<file path="src/rtl/hires_mem_sched.sv">
// Purpose: Z80 I/O-port front end for the hires RAM (X/Y address, data, options, optional bulk fill).
// Latency: OUT data -> RAM write in the next cycle; IN data -> rd_rdy three cycles after the strobe.
// Backpressure: none; strobes outside IDLE are dropped, and the fill engine stalls while the Z80 FSM is busy.
// Optional feature: define HIRES_FILL_EN to build the fill engine on port BASE_PORT+4.

module hires_mem_sched #(
    parameter logic [7:0] BASE_PORT = 8'h80
) (
    input  logic        clk,
    input  logic        srst,
    input  logic        io_strobe,
    input  logic [7:0]  port_addr,
    input  logic        port_out,
    input  logic        port_in,
    input  logic [7:0]  din,
    output logic        mem_ce,
    output logic        mem_we,
    output logic        mem_oce,
    output logic [14:0] mem_addr,
    output logic [7:0]  mem_din,
    input  logic [7:0]  mem_dout,
    output logic [7:0]  rd_data,
    output logic        rd_rdy,
    output logic [7:0]  options,
    output logic        busy
);

    localparam logic [7:0] PORT_X    = BASE_PORT;
    localparam logic [7:0] PORT_Y    = BASE_PORT + 8'd1;
    localparam logic [7:0] PORT_DATA = BASE_PORT + 8'd2;
    localparam logic [7:0] PORT_OPT  = BASE_PORT + 8'd3;

    typedef enum logic [2:0] {
        S_IDLE,
        S_WR,
        S_RD1,
        S_RD2,
        S_RD3
    } state_t;

    state_t      state;
    state_t      state_nxt;

    logic [6:0]  x;
    logic [7:0]  y;
    logic [7:0]  wr_byte;
    logic [7:0]  rd_data_q;

    logic        acc;
    logic        wr_x;
    logic        wr_y;
    logic        wr_opt;
    logic        wr_cmd;
    logic        rd_cmd;
    logic        step_x;
    logic        step_y;

`ifdef HIRES_FILL_EN
    localparam logic [7:0] PORT_FILL = BASE_PORT + 8'd4;

    logic [6:0]  fx;
    logic [7:0]  fy;
    logic [7:0]  fill_byte;
    logic        fill_start;
    logic        fill_go;
`endif

    // Port decode: only strobes that land while the FSM is idle are honoured.
    always_comb begin
        acc    = io_strobe && (state == S_IDLE);
        wr_x   = acc && port_out && (port_addr == PORT_X);
        wr_y   = acc && port_out && (port_addr == PORT_Y);
        wr_opt = acc && port_out && (port_addr == PORT_OPT);
        wr_cmd = acc && port_out && (port_addr == PORT_DATA);
        rd_cmd = acc && port_in  && !port_out && (port_addr == PORT_DATA);
    end

    // Auto-step: writes step at the end of WR, reads at the end of RD2; step_n bits gate each axis.
    always_comb begin
        step_x = ((state == S_WR)  && !options[6]) ||
                 ((state == S_RD2) && !options[4]);
        step_y = ((state == S_WR)  && !options[7]) ||
                 ((state == S_RD2) && !options[5]);
    end

    // Address, options, write-data and read-result registers.
    always_ff @(posedge clk) begin
        if (srst) begin
            x         <= 7'd0;
            y         <= 8'd0;
            options   <= 8'hFC;
            wr_byte   <= 8'd0;
            rd_data_q <= 8'd0;
        end else begin
            // x wraps naturally at 128; no clamp to the visible 80 columns
            if (wr_x) begin
                x <= din[6:0];
            end else if (step_x) begin
                x <= options[2] ? (x - 7'd1) : (x + 7'd1);
            end

            if (wr_y) begin
                y <= din;
            end else if (step_y) begin
                y <= options[3] ? (y - 8'd1) : (y + 8'd1);
            end

            if (wr_opt) begin
                options <= din;
            end

            if (wr_cmd) begin
                wr_byte <= din;
            end

            // hold the last read byte once RD3 has passed it through
            if (state == S_RD3) begin
                rd_data_q <= mem_dout;
            end
        end
    end

    // Z80 FSM state register.
    always_ff @(posedge clk) begin
        if (srst) begin
            state <= S_IDLE;
        end else begin
            state <= state_nxt;
        end
    end

    // Z80 FSM next state and RAM port A drive; fill cycles only use idle slots.
    always_comb begin
        state_nxt = state;
        mem_ce    = 1'b0;
        mem_we    = 1'b0;
        mem_oce   = 1'b0;
        mem_addr  = {x, y};
        mem_din   = wr_byte;
        rd_rdy    = 1'b0;
        rd_data   = rd_data_q;

        case (state)
            S_IDLE: begin
                if (wr_cmd) begin
                    state_nxt = S_WR;
                end else if (rd_cmd) begin
                    state_nxt = S_RD1;
                end
`ifdef HIRES_FILL_EN
                if (fill_go) begin
                    mem_ce   = 1'b1;
                    mem_we   = 1'b1;
                    mem_addr = {fx, fy};
                    mem_din  = fill_byte;
                end
`endif
            end
            S_WR: begin
                mem_ce    = 1'b1;
                mem_we    = 1'b1;
                state_nxt = S_IDLE;
            end
            S_RD1: begin
                mem_ce    = 1'b1;
                state_nxt = S_RD2;
            end
            S_RD2: begin
                mem_oce   = 1'b1;
                state_nxt = S_RD3;
            end
            S_RD3: begin
                // RAM output register is valid now; present it alongside the pulse
                rd_rdy    = 1'b1;
                rd_data   = mem_dout;
                state_nxt = S_IDLE;
            end
            default: begin
                state_nxt = S_IDLE;
            end
        endcase
    end

`ifdef HIRES_FILL_EN
    always_comb begin
        fill_start = acc && port_out && (port_addr == PORT_FILL);
        fill_go    = busy && (state == S_IDLE);
    end

    // Fill engine: column-major sweep of fy 0..255 per fx, fx 0..79; holds while the Z80 owns the port.
    always_ff @(posedge clk) begin
        if (srst) begin
            busy      <= 1'b0;
            fx        <= 7'd0;
            fy        <= 8'd0;
            fill_byte <= 8'd0;
        end else if (fill_start) begin
            // a new start always wins, even mid-fill
            busy      <= 1'b1;
            fx        <= 7'd0;
            fy        <= 8'd0;
            fill_byte <= din;
        end else if (fill_go) begin
            if ((fx == 7'd79) && (fy == 8'hFF)) begin
                busy <= 1'b0;
            end else begin
                {fx, fy} <= {fx, fy} + 15'd1;
            end
        end
    end
`else
    assign busy = 1'b0;
`endif

endmodule

</file>
<file path="config.mk">
export PLATFORM = sky130hd
export DESIGN_NAME = hires_mem_sched
export DESIGN_NICKNAME = d
export VERILOG_FILES = /design/src/rtl/hires_mem_sched.sv
export SDC_FILE = /design/constraint.sdc
export NUM_CORES = 1
export LEC_CHECK = 0
export CAP_MARGIN = 10
export CORE_ASPECT_RATIO = 0.8
export CORE_MARGIN = 2
export CORE_UTILIZATION = 40
export CTS_CLUSTER_DIAMETER = 80
export DETAILED_ROUTE_END_ITERATION = 8
export PLACE_DENSITY = 0.84
export SLEW_MARGIN = 10
export SYNTH_ARGS = -nofsm -noshare
export SYNTH_HDL_FRONTEND = slang
export SYNTH_SLANG_ARGS = --single-unit
</file>
<file path="constraint.sdc">
create_clock -name clk -period 1.8 [get_ports clk]
set_input_delay 0.27 -clock clk [delete_from_list [all_inputs] [get_ports clk]]
set_output_delay 0.27 -clock clk [all_outputs]
set_load 0.05 [all_outputs]
</file>
==> flow_summary.yaml <==
worst_setup_path:
  worst_ep_required_time_ps: 1530
  crit_path_start_kind: "register"
  r2r-start: "state[1]"
  timing.critical_path.to_type: "output port"
  worst-endpoint-arrival_ps: 1650
  critical_path_peak_fanout: 5
  crit_type: "register to output port"
  startpoint: "state[1]"
routing:
  vias: 2414
  routed_via_density: 5.41
  drtPass1Iterations: 4
  detail_route.iter0.violations: 160
  detail_route.drc_violations: 0
  routed_wl_mm: 7.29
  detail_route.wl_per_cell_um: 16.3
  antenna_violating_nets_post_route: 0
die:
  fp.dieW_um: 90.7
  boundaryPins: 73
  die_h_um: 73.4
  core_area_um2: 5850
  design.die.area_um2: 6660
  effective_utilization_at_floorplan: 0.412
  row_count: 25
power_and_ir_drop:
  p_per_area_nw_per_um2: 441
  power.sequential.fraction: 0.547
  net-switching-power_uw: 416
  p_comb_frac: 0.091
  internal_power_uw: 1270
  fin_total_pwr_uw: 1680
  swShare: 0.247
  maximum_vdd_drop_v: 0.000281
  power_frac_clock: 0.362
  leakage_uw: 0.00154
placed_design:
  gpl.final_weighted_congestion: 0.877
  portBuffers: 71
  hpwlAfterDp_mm: 4.85
layout:
  ratio_of_cells_with_drive_above_1_in_the_final_layout: 0.375
  insertedDiodeCount: 0
  nNetsFinal: 406
  mostFrequentLayoutCells: "buf_4, clkdlybuf4s50_1, dfxtp_1"
  final_common_cell: "buf_4"
  num-fill-cells: 458
  area_growth_pct: 58.7
timing:
  tightest_slew_ps: 502
  drv_slew: 0
  hold_viol: 0
  finalClockSkew_ps: 5.49
  grt_setup_unrepaired: "true"
  timing.final.ws_setup_ps: -117
  timing.slew.headroom: 0.664
  fmax_achieved_mhz: 522
  timing.final.setup_violations: 24
  layout_worst_path_cycle_share: 1.07
  period_minus_slack_ps: 1920
  fin_setup_tns_ps: -1990
cts:
  ctsRootBufferMaster: "clkbuf_8"
  clk_path_buf_depth: 2
  clock_transition_time_at_the_flip_flop_clock_pins_of_the_worst_setup_and_hold_paths_ps: 80
  clock_tree_from_tritoncts: "done"
  cts_buffers: 5
  clkLatencyLatePin_ps: 300
  clock_sinks: 42
  htreeDepth: 2
  cts_hold_buffers_added: 0
logic_synthesis:
  synth-seq-cells: 42
  avgSynthCellArea_um2: 9.37
  post_synth_instance_area_um2: 2410
  yosysWarnings: 0
  postSynthCellCount: 257
  ys_types: 53
  synth-async-reset-ratio: 0
  synth_nets: 299
  synth_sequential_area_ratio: 0.349
  post_synth_edffs: 0
  synthFlopType: "dfxtp_1"
outcome:
  failed_checks: "setup timing"
  status: "finished, violations left"
global_route:
  total_routing_resource_utilization_after_global_routing: 0.215
  grt_max_degree: 31
  grt_pass1_vias: 2305
  grt-ovfl-total: 0
  antenna_violations_before_repair: 0
  grt_pass1_wl_mm: 11.4
min_path:
  hold_path_startpoint: "x[4]"
  min_path_type: "register to register"
job:
  max_cap_violations: 0
-- synth_stat cells, types with 3 or more instances --
cell type	number	share of area
a21oi_1	12	0.025
o21a_1	3	0.0094
inv_1	9	0.014
nor2b_1	22	0.057
dfxtp_1	42	0.35
mux2i_1	15	0.062
nor3b_1	3	0.0094
o21ai_0	8	0.017
a211oi_2	4	0.021
ha_1	11	0.057
nor3_1	8	0.017
buf_6	3	0.014
a21o_1	3	0.0094
xnor2_1	6	0.022
a211o_1	6	0.022
nand2_1	8	0.012
clkbuf_1	7	0.011
a211oi_1	4	0.012
nor2_1	30	0.047
o21bai_1	3	0.0094
mux2_2	8	0.037
-- state kept, by name (all words and copies together), names as in the netlist --
register	cells
rd_data_q	8
options	8
x	7
mem_din	8
y	8
state	3
-- path summary, 6_finish.rpt --
path / endpoint / slack, ps / cells after the start
worst min-delay path: x[4] / 490 / 2
worst max register to register: mem_din[1] / -110 / 7
worst min register to register: x[4] / 490 / 2
worst max-delay path: rd_data[5] / -120 / 5
-- worst max-delay path, stage by stage, from the launching register on --
cell     delay (ps)
dfxtp_2         340
buf_6           120
nor3b_4         240
buf_6           180
mux2_4          330
buf_12          150
-- kinds of logic (layout without fill, tap and decap cells) --
family | after synthesis | count (layout) | synth area share
AO/OA/AOI/OAI | 59 | 59 | 0.182
adder cells (fa/ha/maj) | 13 | 13 | 0.0738
XOR/XNOR | 8 | 8 | 0.0291
multiplexers | 23 | 23 | 0.0998
flip-flops | 42 | 42 | 0.349
AND/OR/NAND/NOR | 90 | 91 | 0.219
other | 1 | 1 | 0.00156
buffers and inverters | 21 | 128 | 0.0452
-- final cells by class --
type                    count  area (um2)  share of cell area
clock buffers               5        68.8              0.0180
well taps                  81         101              0.0265
inverters                   9        33.8             0.00884
clock inverters             3        16.3             0.00426
multi-input cells         195        1610               0.420
flip-flops and latches     42         871               0.228
repair buffers            111        1120               0.294
-- power by group through the flow --
stage	clock, uW	sequential [uW]	combinational, uW
floorplan	0	944	39.1
global placement	0	942	139
detailed placement	0	942	141
CTS	616	920	145
global route	658	921	160
finish	610	920	153
-- timing repair --
| item | in CTS | in global routing |
|---|---|---|
| buffers inserted | 8 | 7 |
| pin swaps | 7 | 13 |
| endpoints found under the hold margin | 0 | 0 |
| gates resized for setup | 32 | 17 |
| setup endpoints to repair | 28 | 36 |
| gates cloned | 1 | 1 |
-- stage by stage --
step	cell area, um2	hold WS (ps)	worst slack (ps)	std cells	util
after global placement	3430	465	-350	421	0.587
after detailed placement	3430	480	-434	421	0.587
after CTS	3690	491	-110	438	0.631
after global routing	3820	502	-210	446	0.653
final	3820	489	-117	446	0.653
after floorplan	2440	387	-57.5	257	-
-- layer usage --
layer  share of wire  global-route usage  routed length, um
met1            0.43               0.274               3170
met2            0.48               0.370               3480
met3           0.075              0.0544                543
met5               0                   0                  0
met4           0.013              0.0530                 97
(Power assumes the default switching activity.)
